## src/rtl/mem_arbiter.sv

```systemverilog
// mem_arbiter: shares one single-port memory between three requesters.
//   Port 0 = program loader (fixed highest priority)
//   Port 1 = CPU data port, port 2 = CPU fetch port (round-robin between them)
// Each access is captured in IDLE, issued for one cycle in ISSUE, and reads
// then wait MEM_LAT cycles in WAIT before a one-cycle rvalid pulse.
//
// Ports:
//   CLK, RST            clock, synchronous active-high reset
//   req/we [2:0]        per-port request and write enable (bit i = port i)
//   addr, wdata         packed per-port address / write data
//   gnt, rvalid [2:0]   one-hot pulses: access issued / read data valid
//   rdata               shared read data, holds last value between pulses
//   mem_en/mem_we/mem_addr/mem_wdata/mem_rdata   memory macro interface
//   busy                high while an access is in flight (not IDLE)
module mem_arbiter #(
    parameter int ADDR_WIDTH = 16,
    parameter int DATA_WIDTH = 16,
    parameter int MEM_LAT    = 1
) (
    input  logic                    CLK,
    input  logic                    RST,
    input  logic [2:0]              req,
    input  logic [2:0]              we,
    input  logic [3*ADDR_WIDTH-1:0] addr,
    input  logic [3*DATA_WIDTH-1:0] wdata,
    output logic [2:0]              gnt,
    output logic [2:0]              rvalid,
    output logic [DATA_WIDTH-1:0]   rdata,
    output logic                    mem_en,
    output logic                    mem_we,
    output logic [ADDR_WIDTH-1:0]   mem_addr,
    output logic [DATA_WIDTH-1:0]   mem_wdata,
    input  logic [DATA_WIDTH-1:0]   mem_rdata,
    output logic                    busy
);

    typedef enum logic [1:0] {IDLE, ISSUE, WAIT} state_t;

    localparam logic [2:0] LAT_LOAD = 3'(MEM_LAT);

    state_t                  state_reg, state_next;
    logic [1:0]              win_reg, win_next;
    logic                    cap_we_reg, cap_we_next;
    logic [ADDR_WIDTH-1:0]   cap_addr_reg, cap_addr_next;
    logic [DATA_WIDTH-1:0]   cap_wdata_reg, cap_wdata_next;
    logic [2:0]              cnt_reg, cnt_next;
    // rr_reg = 1 means port 2 wins the next 1-vs-2 tie (port 1 was served last)
    logic                    rr_reg, rr_next;
    logic [2:0]              rvalid_reg, rvalid_next;
    logic [DATA_WIDTH-1:0]   rdata_reg, rdata_next;

    logic [ADDR_WIDTH-1:0]   port_addr  [3];
    logic [DATA_WIDTH-1:0]   port_wdata [3];
    logic [1:0]              sel;
    logic [2:0]              win_onehot;

    genvar gi;
    generate
        for (gi = 0; gi < 3; gi++) begin : g_port
            assign port_addr[gi]  = addr[gi*ADDR_WIDTH +: ADDR_WIDTH];
            assign port_wdata[gi] = wdata[gi*DATA_WIDTH +: DATA_WIDTH];
        end
    endgenerate

    // Arbitration: loader first, then whichever CPU port is favoured on a tie.
    always_comb begin
        sel = 2'd0;
        if (req[0])
            sel = 2'd0;
        else if (req[1] && req[2])
            sel = rr_reg ? 2'd2 : 2'd1;
        else if (req[1])
            sel = 2'd1;
        else
            sel = 2'd2;
    end

    assign win_onehot = 3'b001 << win_reg;

    always_comb begin
        state_next     = state_reg;
        win_next       = win_reg;
        cap_we_next    = cap_we_reg;
        cap_addr_next  = cap_addr_reg;
        cap_wdata_next = cap_wdata_reg;
        cnt_next       = cnt_reg;
        rr_next        = rr_reg;
        rvalid_next    = 3'b000;
        rdata_next     = rdata_reg;
        gnt            = 3'b000;
        mem_en         = 1'b0;
        mem_we         = 1'b0;
        case (state_reg)
            IDLE: begin
                if (|req) begin
                    win_next       = sel;
                    cap_we_next    = we[sel];
                    cap_addr_next  = port_addr[sel];
                    cap_wdata_next = port_wdata[sel];
                    // Loader wins leave the CPU round-robin untouched.
                    if (sel != 2'd0)
                        rr_next = (sel == 2'd1);
                    state_next = ISSUE;
                end
            end
            ISSUE: begin
                mem_en = 1'b1;
                mem_we = cap_we_reg;
                gnt    = win_onehot;
                if (cap_we_reg) begin
                    state_next = IDLE;
                end else begin
                    cnt_next   = LAT_LOAD;
                    state_next = WAIT;
                end
            end
            WAIT: begin
                // Count of 1 marks the cycle in which mem_rdata is valid.
                if (cnt_reg == 3'd1) begin
                    rdata_next  = mem_rdata;
                    rvalid_next = win_onehot;
                    state_next  = IDLE;
                end else begin
                    cnt_next = cnt_reg - 3'd1;
                end
            end
            default: state_next = IDLE;
        endcase
    end

    always_ff @(posedge CLK) begin
        if (RST) begin
            state_reg     <= IDLE;
            win_reg       <= 2'd0;
            cap_we_reg    <= 1'b0;
            cap_addr_reg  <= '0;
            cap_wdata_reg <= '0;
            cnt_reg       <= 3'd0;
            rr_reg        <= 1'b0;
            rvalid_reg    <= 3'b000;
            rdata_reg     <= '0;
        end else begin
            state_reg     <= state_next;
            win_reg       <= win_next;
            cap_we_reg    <= cap_we_next;
            cap_addr_reg  <= cap_addr_next;
            cap_wdata_reg <= cap_wdata_next;
            cnt_reg       <= cnt_next;
            rr_reg        <= rr_next;
            rvalid_reg    <= rvalid_next;
            rdata_reg     <= rdata_next;
        end
    end

    assign mem_addr  = cap_addr_reg;
    assign mem_wdata = cap_wdata_reg;
    assign rvalid    = rvalid_reg;
    assign rdata     = rdata_reg;
    assign busy      = (state_reg != IDLE);

endmodule

```

## config.mk

```make
export PLATFORM = sky130hd
export DESIGN_NAME = mem_arbiter
export DESIGN_NICKNAME = d
export VERILOG_FILES = /design/src/rtl/mem_arbiter.sv
export SDC_FILE = /design/constraint.sdc
export NUM_CORES = 1
export LEC_CHECK = 0
export CAP_MARGIN = 40
export CELL_PAD_IN_SITES_DETAIL_PLACEMENT = 0
export CELL_PAD_IN_SITES_GLOBAL_PLACEMENT = 1
export CORE_UTILIZATION = 23
export CTS_CLUSTER_DIAMETER = 40
export CTS_CLUSTER_SIZE = 20
export DETAILED_ROUTE_END_ITERATION = 8
export GPL_TIMING_DRIVEN = 0
export PLACE_DENSITY_LB_ADDON = 0.1
export SLEW_MARGIN = 10
export SYNTH_ARGS = -nofsm -noshare
export SYNTH_HDL_FRONTEND = slang
export SYNTH_SLANG_ARGS = --single-unit
```

## constraint.sdc

```tcl
create_clock -name CLK -period 1.2 [get_ports CLK]
set_input_delay 0.24 -clock CLK [delete_from_list [all_inputs] [get_ports CLK]]
set_output_delay 0.24 -clock CLK [all_outputs]
set_load 0.01 [all_outputs]
```

==> results.sh <==
export IMPL_layout_drive_gt1_share=0.3671
export IMPL_synth_area_leader_cell="dfxtp_1"
export IMPL_insertion_delay_ps=330
export IMPL_syn_mean_instance_area_um2=8.777
export IMPL_ios=177
export IMPL_timing_final_crit_share=1.169
export IMPL_clk_pin_slew_worst_paths_ps=50
export IMPL_synth_area_leaders="dfxtp_1, a311oi_1, a32oi_1, a21oi_1, nand3b_1"
export IMPL_rsz0062_at_grt="yes"
export IMPL_die_x_um=114.2
export IMPL_ys_seq_elements=60
export IMPL_ys_warn_count=0
export IMPL_synth_edf_count=0
export IMPL_syn_inst=330
export IMPL_critical_path_class="flip-flop to output pin"
export IMPL_ir_drop_v=0.0006598
export IMPL_cp_arrival_ps=1160
export IMPL_clock_path_buffers=2
export IMPL_wire_per_inst_um=16.90
export IMPL_crit_fanout=5
export IMPL_reg2reg_from="state_reg[1]$_SDFFE_PP0P_"
export IMPL_finalWorstSetupSlack_ps=-202.8
export IMPL_violations="negative setup slack"
export IMPL_drv_slew=0
export IMPL_cts_sinks=60
export IMPL_antenna_found_initial=0
export IMPL_cts_tree="yes"
export IMPL_syn_to_final_growth_pct=111.4
export IMPL_viasPerCell=4.881
export IMPL_die_h_um=114.2
export IMPL_drt_iter0_markers=92
export IMPL_h_tree_depth=3
export IMPL_synth_cell_types=33
export IMPL_fmax_mhz=712.9
export IMPL_fillers=1186
export IMPL_global_route_usage_total=0.1871
export IMPL_holdWs_ps=446.8
export IMPL_async_reset_ff_frac=0
export IMPL_dr_pass1_iters=4
export IMPL_core_area_um2=12160
export IMPL_endpoint_kind="output pin"
export IMPL_leakagePower_uw=0.002331
export IMPL_finClkSkew_ps=6.757
export IMPL_grt_pass1_wl_um=18460
export IMPL_synthFlopType="dfxtp_1"
export IMPL_nets=670
export IMPL_vias=3519
export IMPL_multi_input_area_um2=1949
export IMPL_io_buffers=175
export IMPL_hold_class="flip-flop to flip-flop"
export IMPL_worst_slew_pin_slew_ps=681.0
export IMPL_routed_wl_um=12190
export IMPL_synth_area_um2=2897
export IMPL_cts_buffers=9
export IMPL_maxCapViolCount=0
export IMPL_required_ps=960
export IMPL_synth_most_common_cell="dfxtp_1"
export IMPL_relSlewSlack=0.5460
export IMPL_ys_seq_area_frac=0.4147
export IMPL_antenna_cells=0
export IMPL_min_delay_start="rdata[11]$_SDFFE_PP0P_"
export IMPL_period_minus_slack_ps=1403
export IMPL_synthesis_nets=452
export IMPL_setup_violations=60
export IMPL_status="finished, violations left"
export IMPL_overflow=0
export IMPL_dieArea_um2=13050
export IMPL_place_gp_congestion=0.7593
export IMPL_start_util=0.2382
export IMPL_ant_nets=0
export IMPL_num_rows=40
export IMPL_drc_errors=0
export IMPL_root_buffer="clkbuf_16"
export IMPL_grt_max_degree=11
export IMPL_cp_start_kind="flip-flop"
export IMPL_finalSetupTns_ps=-6335
export IMPL_power_density_nw_per_um2=1285
export IMPL_layout_area_seq_um2=1220
export IMPL_grt_pass1_vias=3450
export IMPL_crit_start="state_reg[1]$_SDFFE_PP0P_"
export IMPL_synth_top_area_share=0.4147
export IMPL_hold_viol=0
export IMPL_yosys_top_cells_count="dfxtp_1, a21oi_1"
export IMPL_dp_final_hpwl_um=8336
where the power goes:
group	leakage, µW	total [µW]	internal (µW)	switching (µW)
clock network	0.000159	2820	1860	954
logic	0.00167	2650	1520	1130
registers	0.000497	2400	2220	181
repair_timing:
action                                  4_1_cts  5_1_grt
pin swaps                                    41       30
cloned                                        7        0
endpoints found under the setup margin      112       92
buffers inserted                             25        4
gates resized for setup                     205      103
hold buffers                                  0        0
worst paths after layout:
check                                   to  slack (ps)  depth (start not counted)
hold reg to reg     rdata[11]$_SDFFE_PP0P_         450                          2
hold / removal      rdata[11]$_SDFFE_PP0P_         450                          2
setup reg to reg  mem_addr[2]$_SDFFE_PP0P_        -170                          7
setup / recovery                      busy        -200                          4
routing by layer:
| layer | GRT usage | share of wire |
|---|---|---|
| met2 | 0.3232 | 0.49 |
| met3 | 0.05558 | 0.070 |
| met1 | 0.2170 | 0.42 |
| met5 | 0 | 0 |
| met4 | 0.07186 | 0.016 |
final cells by class:
cell class | instances | area share
multi-input cells | 226 | 0.3183
well taps | 168 | 0.03432
flip-flops and latches | 60 | 0.1992
repair buffers | 209 | 0.3401
clock buffers | 11 | 0.03963
clock inverters | 5 | 0.01226
inverters | 5 | 0.003882
plain buffers | 37 | 0.05230
logic make-up after synthesis:
logic type / share of synthesized area
simple gates: 0.1970
fa+ha+maj: 0.008638
flops: 0.4147
buf+inv: 0.06997
compound gates: 0.3097
worst max-delay path: stages (launching register included):
cell     delay, ps
dfxtp_4        350
buf_12         120
nor2_4         160
inv_4           80
buf_6          130
metrics by stage:
step / total power [µW] / cells / setup WS, ps / area, µm² / util
final: 7872 / 721 / -202.8 / 6125 / 0.5036
after global routing: 8228 / 721 / -256.9 / 6125 / 0.5036
after CTS: 7833 / 719 / -212.9 / 5934 / 0.4880
after detailed placement: 4321 / 673 / -813.7 / 4951 / 0.4071
after global placement: 4310 / 673 / -768.7 / 4951 / 0.4071
after floorplan: 3253 / 330 / -53.81 / 2989 / -
layout by cell type (no fill, tap or decap), drive strengths merged, types with 2 or more instances in the layout:
master,count
a32oi,33
nand2,33
ha,2
dfxtp,60
clkbuf,41
clkdlybuf4s15,17
or3,2
o21ai,3
clkdlybuf4s50,115
a211oi,2
nor3,8
dlygate4sd2,19
nor2,5
nand2b,5
inv,5
nor2b,3
nand3b,33
buf,65
a21oi,54
bufinv,2
clkinv,3
a311oi,33
Note: power is estimated with default switching activity, not from simulation.
